**config.mk**
```make
export PLATFORM = sky130hd
export DESIGN_NAME = sr_pulse_sequencer
export DESIGN_NICKNAME = d
export VERILOG_FILES = /design/src/rtl/sr_pulse_sequencer.sv
export SDC_FILE = /design/constraint.sdc
export NUM_CORES = 1
export LEC_CHECK = 0
export BUFFER_PORTS_ARGS = -buffer_cell sky130_fd_sc_hd__clkbuf_2
export CAP_MARGIN = 20
export CORE_UTILIZATION = 55
export DETAILED_ROUTE_END_ITERATION = 6
export PLACE_DENSITY = 0.78
export SLEW_MARGIN = 0
export SYNTH_ARGS = -nofsm -noshare
export SYNTH_HDL_FRONTEND = slang
export SYNTH_SLANG_ARGS = --single-unit
```
**constraint.sdc**
```tcl
create_clock -name clk -period 3.19 [get_ports clk]
set_input_delay 0.1595 -clock clk [delete_from_list [all_inputs] [get_ports clk]]
set_output_delay 0.1595 -clock clk [all_outputs]
set_load 0.01 [all_outputs]
```
**src/rtl/sr_pulse_sequencer.sv**
```systemverilog
// ---------------------------------------------------------------------------
// sr_pulse_sequencer
//   Drives the active-low set/reset lines of an external cross-coupled NAND
//   SR latch. Every pulse is held low for exactly PULSE_W cycles, followed by
//   GAP_W cycles with both lines high, then the synchronized latch output is
//   compared against the requested value.
//
// Ports:
//   clk        - single rising-edge clock
//   reset0     - synchronous active-low reset
//   set_req    - request latch q=1 (held by requester until granted)
//   rst_req    - request latch q=0 (held by requester until granted)
//   req_ready  - high in IDLE; request accepted on edge with req && req_ready
//   grant_set  - high during the accept cycle of a set request
//   grant_rst  - high during the accept cycle of a reset request
//   latch_set0 - registered active-low set line to the latch
//   latch_rst0 - registered active-low reset line to the latch
//   latch_q    - latch output, asynchronous to clk
//   busy       - high in PULSE, GAP and CHECK
//   done       - 1-cycle completion pulse
//   err        - qualified by done; synchronized q missed the target
// ---------------------------------------------------------------------------
module sr_pulse_sequencer #(
    parameter int PULSE_W     = 3,
    parameter int GAP_W       = 2,
    parameter int SYNC_STAGES = 2
) (
    input  logic clk,
    input  logic reset0,
    input  logic set_req,
    input  logic rst_req,
    output logic req_ready,
    output logic grant_set,
    output logic grant_rst,
    output logic latch_set0,
    output logic latch_rst0,
    input  logic latch_q,
    output logic busy,
    output logic done,
    output logic err
);

    // Configuration guard: out-of-range parameters stop elaboration.
    if (PULSE_W < 1 || PULSE_W > 15) begin : g_bad_pulse_w
        $error("sr_pulse_sequencer: PULSE_W=%0d outside 1..15", PULSE_W);
    end
    if (GAP_W < 1 || GAP_W > 15 || GAP_W < SYNC_STAGES) begin : g_bad_gap_w
        $error("sr_pulse_sequencer: GAP_W=%0d outside 1..15 or below SYNC_STAGES", GAP_W);
    end
    if (SYNC_STAGES < 2 || SYNC_STAGES > 4) begin : g_bad_sync
        $error("sr_pulse_sequencer: SYNC_STAGES=%0d outside 2..4", SYNC_STAGES);
    end

    typedef enum logic [1:0] {IDLE, PULSE, GAP, CHECK} state_t;

    state_t     state_q, state_d;
    logic [3:0] cnt_q, cnt_d;
    logic       target_q, target_d;      // 1 = drive q to 1
    logic       prio_set_q, prio_set_d;  // 1 = set wins the next conflict
    logic       set0_q, set0_d;
    logic       rst0_q, rst0_d;
    logic       busy_q, busy_d;
    logic       done_q, done_d;
    logic       err_q, err_d;
    logic       ready_q, ready_d;

    // Synchronizer on the asynchronous latch output. No reset: it only
    // tracks the pin and settles within SYNC_STAGES cycles.
    logic [SYNC_STAGES-1:0] sync_q;
    logic                   q_sync;

    always_ff @(posedge clk) begin
        sync_q <= {sync_q[SYNC_STAGES-2:0], latch_q};
    end
    assign q_sync = sync_q[SYNC_STAGES-1];

    // Arbitration: a lone request wins; on conflict the side not granted
    // last wins. Grants are combinational so the requester can drop its
    // request on the very edge that accepts it.
    logic pick_set;
    assign pick_set  = set_req && (!rst_req || prio_set_q);
    assign grant_set = ready_q && pick_set;
    assign grant_rst = ready_q && rst_req && !pick_set;

    always_comb begin
        state_d    = state_q;
        cnt_d      = cnt_q;
        target_d   = target_q;
        prio_set_d = prio_set_q;
        set0_d     = 1'b1;
        rst0_d     = 1'b1;
        busy_d     = busy_q;
        done_d     = 1'b0;
        err_d      = 1'b0;
        ready_d    = ready_q;
        case (state_q)
            IDLE: begin
                ready_d = 1'b1;
                busy_d  = 1'b0;
                if (grant_set || grant_rst) begin
                    prio_set_d = grant_rst;
                    target_d   = grant_set;
                    if (grant_set == q_sync) begin
                        // Latch already holds the target: skip the pulse.
                        done_d = 1'b1;
                    end else begin
                        state_d = PULSE;
                        ready_d = 1'b0;
                        busy_d  = 1'b1;
                        cnt_d   = 4'(PULSE_W - 1);
                        set0_d  = !grant_set;
                        rst0_d  = grant_set;
                    end
                end
            end
            PULSE: begin
                if (cnt_q == 4'd0) begin
                    state_d = GAP;
                    cnt_d   = 4'(GAP_W - 1);
                end else begin
                    cnt_d  = cnt_q - 4'd1;
                    set0_d = !target_q;
                    rst0_d = target_q;
                end
            end
            GAP: begin
                if (cnt_q == 4'd0) begin
                    // done/err are registered, so they appear in the CHECK cycle.
                    state_d = CHECK;
                    done_d  = 1'b1;
                    err_d   = (q_sync != target_q);
                end else begin
                    cnt_d = cnt_q - 4'd1;
                end
            end
            CHECK: begin
                state_d = IDLE;
                busy_d  = 1'b0;
                ready_d = 1'b1;
            end
            default: begin
                state_d = IDLE;
                busy_d  = 1'b0;
                ready_d = 1'b0;
            end
        endcase
    end

    always_ff @(posedge clk) begin
        if (!reset0) begin
            state_q    <= IDLE;
            cnt_q      <= 4'd0;
            target_q   <= 1'b0;
            prio_set_q <= 1'b0;
            set0_q     <= 1'b1;
            rst0_q     <= 1'b1;
            busy_q     <= 1'b0;
            done_q     <= 1'b0;
            err_q      <= 1'b0;
            ready_q    <= 1'b0;
        end else begin
            state_q    <= state_d;
            cnt_q      <= cnt_d;
            target_q   <= target_d;
            prio_set_q <= prio_set_d;
            set0_q     <= set0_d;
            rst0_q     <= rst0_d;
            busy_q     <= busy_d;
            done_q     <= done_d;
            err_q      <= err_d;
            ready_q    <= ready_d;
        end
    end

    assign latch_set0 = set0_q;
    assign latch_rst0 = rst0_q;
    assign busy       = busy_q;
    assign done       = done_q;
    assign err        = err_q;
    assign req_ready  = ready_q;

endmodule

```
## Word-level counts from Yosys, hierarchy flattened

Index checks and enable logic that the tools add are counted.

| cells by class | value |
|---|---|
| add/subtract/negate cells | 1 |
| mux-type cells | 27 |
| eq/ne operators | 10 |
| reduce and logical (&&, ||, !) cells | 18 |

Operator list:

| operator | number |
|---|---|
| two-way mux 4 bit | 4 |
| two-way mux 1 bit | 12 |
| case mux 4 bit (3 select lines) | 1 |
| inequality test 2 bit, second input constant | 5 |
| case mux 1 bit (2 select lines) | 5 |
| two-way mux 2 bit | 4 |
| case mux 2 bit (4 select lines) | 1 |
| AND reduction 4 bit | 2 |
| equality test 2 bit, second input constant | 2 |
| logical AND 1 bit | 4 |
| logical NOT 1 bit | 4 |
| logical NOT 4 bit | 1 |
| subtractor 4 x 1 -> 4 bit, second input constant | 1 |
| AND reduction 3 bit | 1 |
| nonzero test 3 bit | 1 |
| equality test 2 x 1 -> 1 bit, second input constant | 1 |
| logical NOT 2 bit | 1 |
| logical OR 1 bit | 2 |
| AND reduction 2 bit | 1 |
| nonzero test 2 bit | 1 |
| equality test 1 bit | 1 |
| inequality test 1 bit | 1 |

| storage, ports and cells | value |
|---|---|
| bits in registers | 16 |
| bits of input ports | 5 |
| output and inout port bits | 8 |

## Depth between registers and ports, before layout

Gate-level depths: netlist of run 1.

| depth | value |
|---|---|
| word-level depth | 8 |
| mapped depth | 7 |
| depth with buffers taken out | 7 |

## Worst setup path after synthesis of run 1

OpenSTA, ideal clock, no wires.

| path | value |
|---|---|
| kind | register to register |
| start point | register ready_q, in the netlist req_ready |
| end point | register ready_q, in the netlist req_ready |
| setup time | 0.116 ns |
| period minus slack after synthesis | 2.011 ns |
| stages on the path, launching flop included | 7 |
| path slack | 1.179 ns |
| path buffers | 0 |
| arrival | 1.896 ns |
| required time | 3.074 ns |
| cell sequence | dfxtp_1 > nand2_1 > a21oi_1 > inv_1 > ha_1 > or4_1 > and3_1 |

| between the ends | value |
|---|---|
| longest elaborated chain between the ends | 5 |
| elaborated cells between the ends (all ways) | 8 |
| those cells by class | eq/ne (1); mux (3); reduce/logical (4) |

Ends and longest elaborated chain:

| element | line | source |
|---|---|---|
| start, declared | 65 | `logic ready_q, ready_d;` |
| start signal, assigned | 171 | `ready_q <= ready_d;` |
| logical AND 1 bit * | 82 | `assign grant_set = ready_q && pick_set;` |
| net grant_set | 33 | `output logic grant_set,` |
| equality test 1 bit | 103 | `if (grant_set == q_sync) begin` |
| two-way mux 1 bit | 103 |  |
| two-way mux 1 bit * | 100 | `if (grant_set \|\| grant_rst) begin` |
| case mux 1 bit (2 select lines) * | 96 | `case (state_q)` |

The timed path passes the listed nets; every way through them passes the cells marked *.
A chain may end at the register's enable or synchronous reset.

## Worst setup path in the final report of run 1

| path | value |
|---|---|
| start point | register ready_q, in the netlist req_ready |
| end point | register ready_q, in the netlist req_ready |

| between the ends | value |
|---|---|
| longest elaborated chain between the ends | 5 |
| elaborated cells between the ends (all ways) | 8 |
| those cells by class | eq/ne (1); mux (3); reduce/logical (4) |

Ends and longest elaborated chain:

| element | line |
|---|---|
| logical AND 1 bit, on equally long branches | 82, 83 |
| equality test 1 bit / logical AND 1 bit (equally long branches) | 103, 83 |
| two-way mux 1 bit / logical OR 1 bit (equally long branches) | 103, 100 |
| two-way mux 1 bit * | 100 |
| case mux 1 bit (2 select lines) * | 96 |

Mark *: on every way between the ends. The rest lies on a longest branch, timed or not.

==> results of run 1 <==
==> worst reg2reg max path, delay by kind of cell, from the launching register on <==
family / cells / cell delay, ns
AOI/OAI and AO/OA: 1 / 0.26
adders and majority gates: 1 / 0.35
and+or+nand+nor: 3 / 0.79
buffers and inverters: 1 / 0.08
DFF: 1 / 0.42
==> where the power goes <==
group | switching, µW | leakage (µW) | total [µW] | internal (µW)
clock | 62.4 | 0.0000138 | 106 | 44.0
sequential | 32.3 | 0.000131 | 275 | 243
combinational | 230 | 0.000257 | 389 | 159
==> cell type report <==
| type | instances | area [µm²] |
|---|---|---|
| Clock buffer | 3 | 22.52 |
| Fill cell | 116 | 419.2 |
| Inverter | 9 | 33.78 |
| Multi-Input combinational cell | 68 | 481.7 |
| Sequential cell | 16 | 320.3 |
| Tap cell | 15 | 18.77 |
| Timing Repair Buffer | 13 | 70.07 |
==> path summary, 6_finish.rpt <==
path	from	to	slack, ns	depth (start not counted)
setup / recovery	req_ready	req_ready	1.19	6
hold reg to reg	sync_q[0]	sync_q[1]	0.34	0
hold / removal	reset0	cnt_q[1]	0.19	2
setup reg to reg	req_ready	req_ready	1.19	6
==> cell families (layout without fill, tap and decap cells) <==
group,Yosys count,after routing,share of synthesized area (%)
AO/OA/AOI/OAI,28,28,21.91
XOR/XNOR,1,1,1.043
adder cells (fa/ha/maj),8,8,11.92
buffers and inverters,10,25,4.470
flip-flops,16,16,38.15
AND/OR/NAND/NOR,31,31,22.50
==> routing by layer <==
layer,wire length [µm],track usage [%],part of all wire [%],up-vias
met5,0,0,0,-
met4,24,12.50,1.3,0
met3,99,8.152,5.4,5
met2,842,42.19,46,24
met1,876,30.97,48,338
li1,-,-,-,378
==> placed cells by master (no fill, tap or decap), types with 3 or more instances in the layout <==
master / instances
clkbuf_2: 12
ha_1: 8
nor2_1: 5
o21ai_0: 6
nand3b_1: 3
nand2_1: 8
clkbuf_4: 3
dfxtp_1: 16
a21oi_1: 6
a31oi_1: 3
inv_1: 9
==> per-stage QoR <==
stage	instances	util, %
after floorplan	94	-
after global placement	120	66.94
after detailed placement	120	66.94
after CTS	124	69.32
after global routing	124	69.32
final	124	69.32
==> what timing repair did <==
action / CTS / global route
endpoints found under the setup margin: 0 / 0
gates resized for setup: 0 / 0
hold buffers: 1 / 0
endpoints found under the hold margin: 1 / 0
==> results.ini, run 1 <==
[status]
status=complete, no violations

[placement]
io_buffers=12
dp_slack_ns=1.235
hpwl_um=1340
gp_congestion=0.8402
place_area_um2=914.6

[logic_synthesis]
synth_area_leaders=dfxtp_1, ha_1, inv_1, a21oi_1, o21ai_0
ys_types=33
synth_area_um2=839.6
synth-seq-area-share_pct=38.15
synthesis.nets=107
post-synth-top-count-cell=dfxtp_1
synth-edff-count=0
synth_top_area_share_pct=38.15
ys_seq_elements=16
ys_async_sr_fraction_pct=0
synth_top_cell_by_area=dfxtp_1
synthTopCellsByCount=dfxtp_1, inv_1, ha_1, nand2_1
yosysWarnings=0
syn_inst=94
synth_area_per_cell_um2=8.931
yosys_most_used_dff=dfxtp_1

[layout]
finalNetCount=124
drive_above_1_share_pct=17.43
area_growth_pct=12.82
reg.largest.list=cnt_q (4), state_q (2), sync_q (2)
antennaDiodeCount=0
finalInstanceArea_um2=947.2
largest_register=cnt_q
largest_register_ffs=4

[timing]
whs_ns=0.1857
setup_viol=0
fin_ws_ns=1.190
drv_slew=0
hold_violations=0
fin_skew_ns=0.003534
fin_tns_setup_ns=0
rsz0062_at_grt=no
post-route-period-util_pct=62.69
worstMarginPinSlew_ns=0.3778
slew_headroom_pct=74.65
fin_crit_ns=2.000
max_freq_ghz=0.5000

[floorplan]
rows=13
ios=13
coreArea_mm2=0.001366
dieArea_mm2=0.001687
initial_core_util_pct=61.45
die_y_um=41.07
fp.dieW_um=41.07

[setup_path]
slowest_stage=or4_1
slowest_delay_ns=0.54
required_ns=3.38
path_max_fanout=6
cp-start-kind=flip-flop
critical_path.endpoint_type=flip-flop
worstPathCellList=nand2_1, a21oi_1, inv_1, ha_1, or4_1, and3_1
path_buf_inv=1
path_delay_family=simple AND/OR/NAND/NOR gates
cp.arrival_ns=2.19
path_class=reg2reg

[drt]
vias_per_cell=6.008
routed_wirelength_um=1842
routedWlPerCell_um=14.85
postRouteAntennaNets=0
drt-pass1-iter-count=4
first_iter_violations=24
drc=0
num_vias=745

[pwr]
p_total_uw=770.7
ir_worst_vdd_v=0.0005417
p_leak_uw=0.0004025
p_per_area_mw_per_mm2=813.7

[grt]
grt_use_total_pct=26.17
antenna_found_initial=0
grt_max_degree=11
overflow=0
grt_pass1_wl_um=2739
grt_pass1_vias=605

[clocking]
htreeDepth=1
cts_setup_buffers=0
cts.sinks=16
root_buffer=clkbuf_4
clk_pin_slew_ns=0.09
cts_buffer_depth=2
clk_latency_ns=0.29
cts_tree=built
numCtsBuffers=3

[min_path]
min_path_type=in2reg

[job]
drv_cap=0

No activity file was read; power rests on OpenSTA's default activity.
==> run 2: changes to the inputs <==
--- a/config.mk
+++ b/config.mk
@@ -7,9 +7,9 @@
 export LEC_CHECK = 0
 export BUFFER_PORTS_ARGS = -buffer_cell sky130_fd_sc_hd__clkbuf_2
 export CAP_MARGIN = 20
-export CORE_UTILIZATION = 55
+export CORE_UTILIZATION = 53
 export DETAILED_ROUTE_END_ITERATION = 6
-export PLACE_DENSITY = 0.78
+export PLACE_DENSITY = 0.75
 export SLEW_MARGIN = 0
 export SYNTH_ARGS = -nofsm -noshare
 export SYNTH_HDL_FRONTEND = slang
==> constraint.sdc (replaced) <==
create_clock -name clk -period 2 [get_ports clk]
set_input_delay 0.1 -clock clk [delete_from_list [all_inputs] [get_ports clk]]
set_output_delay 0.1 -clock clk [all_outputs]
set_load 0.01 [all_outputs]
==> run 2 against run 1 <==
Critical path depth unchanged. Maximum frequency up 7.9%. Combinational power up 58%. Critical endpoint unchanged. Clock-buffer cell count unchanged. Setup slack worse by 1.0 ns. Register-to-register slack worse by 1.0 ns.
==> results.ini, run 2 (synthesized netlist as in run 1, its figures left out) <==
[status]
status=complete, no violations

[min_path]
min_to=cnt_q[1]
hold_depth=2  ; unchanged
min_path_type=in2reg
min_from=reset0

[floorplan]
fp.dieW_um=41.80  ; +1.8%
ios=13  ; unchanged
dieArea_mm2=0.001747  ; +3.6%
die_y_um=41.80  ; +1.8%
initial_core_util_pct=56.39  ; -5.1 points
coreArea_mm2=0.001489  ; +9.0%
rows=14  ; +1

[layout]
finalNetCount=125  ; +0.81%
layout_commonest_cell=dfxtp_1
post-route-util_pct=64.45  ; -4.9 points
reg.largest.list=cnt_q (4), state_q (2), sync_q (2)
mostFrequentLayoutCells=dfxtp_1, clkbuf_2, inv_1
largest_register=cnt_q
area_growth_pct=14.31
n_fill_cell=131  ; +13%
drive_above_1_share_pct=19.09  ; +1.7 points
largest_register_ffs=4  ; unchanged
antennaDiodeCount=0  ; unchanged

[timing]
rsz0062_at_grt=no
slew_headroom_pct=73.70  ; -0.94 points
fin_ws_ns=0.1458  ; -1.044 ns
fin_skew_ns=0.001065  ; -0.002469 ns
setup_viol=0  ; unchanged
post-route-period-util_pct=92.71  ; +30 points
max_freq_ghz=0.5393  ; +7.9%
drv_slew=0  ; unchanged
hold_violations=0  ; unchanged
worstMarginPinSlew_ns=0.3918  ; +0.01406 ns
fin_crit_ns=1.854  ; -0.1458 ns
fin_tns_setup_ns=0  ; unchanged
whs_ns=0.1231  ; -0.06253 ns

[grt]
antenna_found_initial=0  ; unchanged
top_usage_layer=met2
grt_use_total_pct=22.38  ; -3.8 points
grt_pass1_vias=696  ; +15%
grtUsageMet1_pct=26.92  ; -4.0 points
grt_max_degree=11  ; unchanged
grt_use_met2_pct=34.06  ; -8.1 points
grt_pass1_wl_um=2904  ; +6.0%
overflow=0  ; unchanged
grtUsageMet3_pct=9.130  ; +0.98 points

[pwr]
p_leak_uw=0.0004077  ; +1.3%
p_total_uw=1213  ; +57%
ir_worst_vdd_v=0.0008560  ; +58%
p_per_area_mw_per_mm2=1264  ; +55%

[setup_path]
worstPathCellList=nand2_1, a21oi_2, inv_1, ha_1, or4_1, and3_1
worstRegToRegCells=6  ; unchanged
cp-start-kind=flip-flop
ff2ff_setup_slack_ns=0.15  ; -1.04 ns
path_class=reg2reg
slowest_delay_ns=0.55  ; about the same
critical_path.endpoint_type=flip-flop
required_ns=2.18  ; -1.20 ns
cp.arrival_ns=2.03  ; -0.16 ns
slowest_stage=or4_1
reg2reg_from=req_ready
reg2reg_to=req_ready
path_delay_family=simple AND/OR/NAND/NOR gates
path_max_fanout=6  ; unchanged
path_buf_inv=1  ; unchanged

[drt]
postRouteAntennaNets=0  ; unchanged
drc=0  ; unchanged
routedWlPerCell_um=13.26  ; -11%
vias_per_cell=5.881  ; -2.1%
first_iter_violations=17  ; -29%
routed_wirelength_um=1671  ; -9.3%
drt-pass1-iter-count=4  ; unchanged
num_vias=741  ; -0.54%

[clocking]
cts.sinks=16  ; unchanged
cts_setup_buffers=0  ; unchanged
cts_buffer_depth=2  ; unchanged
htreeDepth=1  ; unchanged
clk_pin_slew_ns=0.08  ; about the same
ctsHoldBuffers=1  ; unchanged
clk_latency_ns=0.28  ; about the same
cts_resized=0  ; unchanged
numCtsBuffers=3  ; unchanged
cts_tree=built
root_buffer=clkbuf_4

[placement]
io_buffers=12  ; unchanged
dp_slack_ns=0.1760  ; -1.059 ns
gp_congestion=0.8589  ; +2.2%
hpwl_um=1276  ; -4.7%

[job]
drv_cap=0  ; unchanged

## run 2: worst register-to-register path: cells and delay by family (launching register included)
| kind | cells | cell delay, ns |
|---|---|---|
| simple gates | 3 | 0.83 |
| flops | 1 | 0.41 |
| compound gates | 1 | 0.13 |
| fa+ha+maj | 1 | 0.33 |
| buf+inv | 1 | 0.05 |
## run 2: cell type report
class / instances / area, µm² / share of cell area [%]
Clock buffer: 3 / 22.52 / 2.347
Inverter: 9 / 33.78 / 3.520
Multi-Input combinational cell: 68 / 485.5 / 50.59
Sequential cell: 16 / 320.3 / 33.38
Tap cell: 16 / 20.02 / 2.086
Timing Repair Buffer: 14 / 77.57 / 8.083
## run 2: layer usage
layer,vias to the layer above,share of wire (%)
met5,-,0
met4,0,2.5
met3,7,4.1
met2,14,44
met1,343,49
li1,377,-
## run 2: where the power goes
group / internal, µW / switching (µW)
Combinational: 256 / 360
Clock: 70.0 / 88.2
Sequential: 387 / 51.0
## run 2: worst max path at each step
| stage | to | cells past startpoint | start | slack (ns) |
|---|---|---|---|---|
| after floorplan | req_ready | 6 | req_ready | 0.1 |
| after global placement | req_ready | 6 | req_ready | 0.26 |
| after detailed placement | req_ready | 6 | req_ready | 0.18 |
| after CTS | req_ready | 6 | req_ready | 0.15 |
| after global routing | req_ready | 6 | req_ready | 0.01 |
| final | req_ready | 6 | req_ready | 0.15 |
## run 2: stage by stage
step	std cells	instance area (µm²)
floorplan	94	843.3
global placement	122	927.1
detailed placement	122	927.1
CTS	126	959.7
global route	126	959.7
finish	126	959.7
==> run 3: changes to the inputs <==
==> constraint.sdc (replaced) <==
create_clock -name clk -period 1.81 [get_ports clk]
set_input_delay 0.0905 -clock clk [delete_from_list [all_inputs] [get_ports clk]]
set_output_delay 0.0905 -clock clk [all_outputs]
set_load 0.01 [all_outputs]
==> run 3 against run 2 <==
Die area unchanged. First-iteration DRC count up 94%. Design area up 6.0%. Wire length increased by 15%. Largest cell class unchanged. Sequential cell count unchanged. Setup slack worse by 0.022 ns. Critical path depth did not move. Clock power up 49%. Maximum frequency up 9.9%. Core utilization is 3.9 points higher. Sequential share of layout area down 1.8 points. Largest power group unchanged. Highest routed layer unchanged.
==> results.ini, run 3 (synthesized netlist as in run 1, its figures left out) <==
[floorplan]
rows=14  ; unchanged
dieArea_mm2=0.001747  ; unchanged
coreArea_mm2=0.001489  ; unchanged
fp.dieW_um=41.80  ; unchanged
initial_core_util_pct=56.39  ; unchanged
die_y_um=41.80  ; unchanged
ios=13  ; unchanged

[timing]
rsz0062_at_grt=no
fin_skew_ns=0.006465  ; +0.005400 ns
max_freq_ghz=0.5930  ; +9.9%
slew_headroom_pct=76.45  ; +2.8 points
hold_violations=0  ; unchanged
worstMarginPinSlew_ns=0.3483  ; -0.04354 ns
fin_tns_setup_ns=0  ; unchanged
fin_ws_ns=0.1235  ; -0.02228 ns
whs_ns=0.1008  ; -0.02233 ns
drv_slew=0  ; unchanged
setup_viol=0  ; unchanged
fin_crit_ns=1.686  ; -0.1677 ns
post-route-period-util_pct=93.18  ; +0.47 points

[setup_path]
cp.arrival_ns=1.88  ; -0.15 ns
cp-start-kind=flip-flop
path_class=reg2reg
cp-startpoint=prio_set_q
ff2ff_setup_slack_ns=0.12  ; -0.02 ns
worstRegToRegCells=6  ; unchanged
worstPathCellList=inv_1, a21oi_4, inv_1, ha_4, or4_4, and3_1
reg2reg_to=req_ready
required_ns=2.00  ; -0.18 ns
reg2reg_from=prio_set_q
slowest_stage=or4_4
critical_path.endpoint_type=flip-flop
slowest_delay_ns=0.51  ; -0.04 ns
crit_top_cell=inv_1
path_max_fanout=4  ; -2

[grt]
antenna_found_initial=0  ; unchanged
grt_pass1_vias=740  ; +6.3%
grt_pass1_wl_um=3153  ; +8.6%
grt_use_total_pct=24.23  ; +1.8 points
overflow=0  ; unchanged
grt_max_degree=11  ; unchanged

[min_path]
hold_depth=2  ; unchanged
min_from=reset0
min_to=cnt_q[1]
min_path_type=in2reg

[clocking]
clk_latency_ns=0.29  ; about the same
cts_buffer_depth=2  ; unchanged
cts_setup_buffers=0  ; unchanged
cts.sinks=16  ; unchanged
cts_tree=built
root_buffer=clkbuf_4
clk_pin_slew_ns=0.09  ; about the same
htreeDepth=1  ; unchanged
numCtsBuffers=3  ; unchanged

[placement]
dp_slack_ns=0.07797  ; -0.09803 ns
io_buffers=12  ; unchanged
place_area_um2=950.9  ; +2.6%
hpwl_um=1352  ; +5.9%
gp_congestion=0.8913  ; +3.8%

[layout]
reg.largest.list=cnt_q (4), state_q (2), sync_q (2)
antennaDiodeCount=0  ; unchanged
mostFrequentLayoutCells=dfxtp_1, clkbuf_2, inv_1
n_fill_cell=124  ; -5.3%
drive_above_1_share_pct=24.78  ; +5.7 points
finalNetCount=127  ; +1.6%
finalInstanceArea_mm2=0.001017  ; +6.0%
layout_commonest_cell=dfxtp_1
seq_area_um2=321.6  ; +0.39%
largest_register_ffs=4  ; unchanged
multi_input_area_um2=513.0  ; +5.7%
area_growth_pct=21.16
largest_register=cnt_q

[pwr]
p_leak_uw=0.0004302  ; +5.5%
p_total_uw=1483  ; +22%
p_per_area_mw_per_mm2=1457  ; +15%
ir_worst_vdd_v=0.0009608  ; +12%

[drt]
routedWlPerCell_um=14.91  ; +12%
drt-pass1-iter-count=4  ; unchanged
first_iter_violations=33  ; +16
vias_per_cell=5.907  ; +0.44%
drc=0  ; unchanged
postRouteAntennaNets=0  ; unchanged
num_vias=762  ; +2.8%
routed_wirelength_um=1923  ; +15%

[job]
drv_cap=0  ; unchanged

[status]
status=complete, no violations

==> run 3: through the flow <==
step	cells	util (%)
floorplan	94	-
global placement	124	63.87
detailed placement	124	63.87
CTS	129	66.97
global route	129	68.32
finish	129	68.32
==> run 3: area by class of cell <==
cell class | instances | share of cell area [%]
Multi-Input combinational cell | 68 | 50.43
Timing Repair Buffer | 16 | 9.102
Sequential cell | 16 | 31.61
Tap cell | 16 | 1.968
Clock buffer | 4 | 3.567
Inverter | 9 | 3.321
==> run 3: worst max-delay path by stage <==
stage | cells after the start | slack, ns | to
after detailed placement | 6 | 0.08 | req_ready
final | 6 | 0.12 | req_ready
after CTS | 6 | 0.06 | req_ready
after global routing | 6 | 0.06 | cnt_q[3]
after floorplan | 6 | 0.001 | req_ready
after global placement | 6 | 0.12 | req_ready
==> run 3: timing repair <==
action	4_1_cts	5_1_grt
hold buffers	1	0
setup endpoints to repair	0	4
resized for setup	0	3
hold endpoints to repair	1	0
==> run 3: worst max-delay path, delay by kind of cell (launching register included) <==
kind	cells	cell delay, ns
simple gates	2	0.69
flops	1	0.36
compound gates	1	0.12
buf+inv	2	0.15
fa+ha+maj	1	0.26
==> run 3: layer usage <==
layer	track usage (%)	vias to the layer above	share of wire [%]
met1	26.98	362	44
met2	40.00	17	51
li1	-	379	-
met5	0	-	0
met4	12.90	0	1.4
met3	8.696	4	3.7
==> run 3: report_power, final <==
| group | total [µW] | leakage [µW] | internal [µW] | switching [µW] |
|---|---|---|---|---|
| combinational | 768 | 0.000278 | 327 | 441 |
| clock | 235 | 0.0000210 | 123 | 112 |
| sequential | 480 | 0.000131 | 430 | 50.5 |
| total | 1480 | 0.000430 | 879 | 603 |
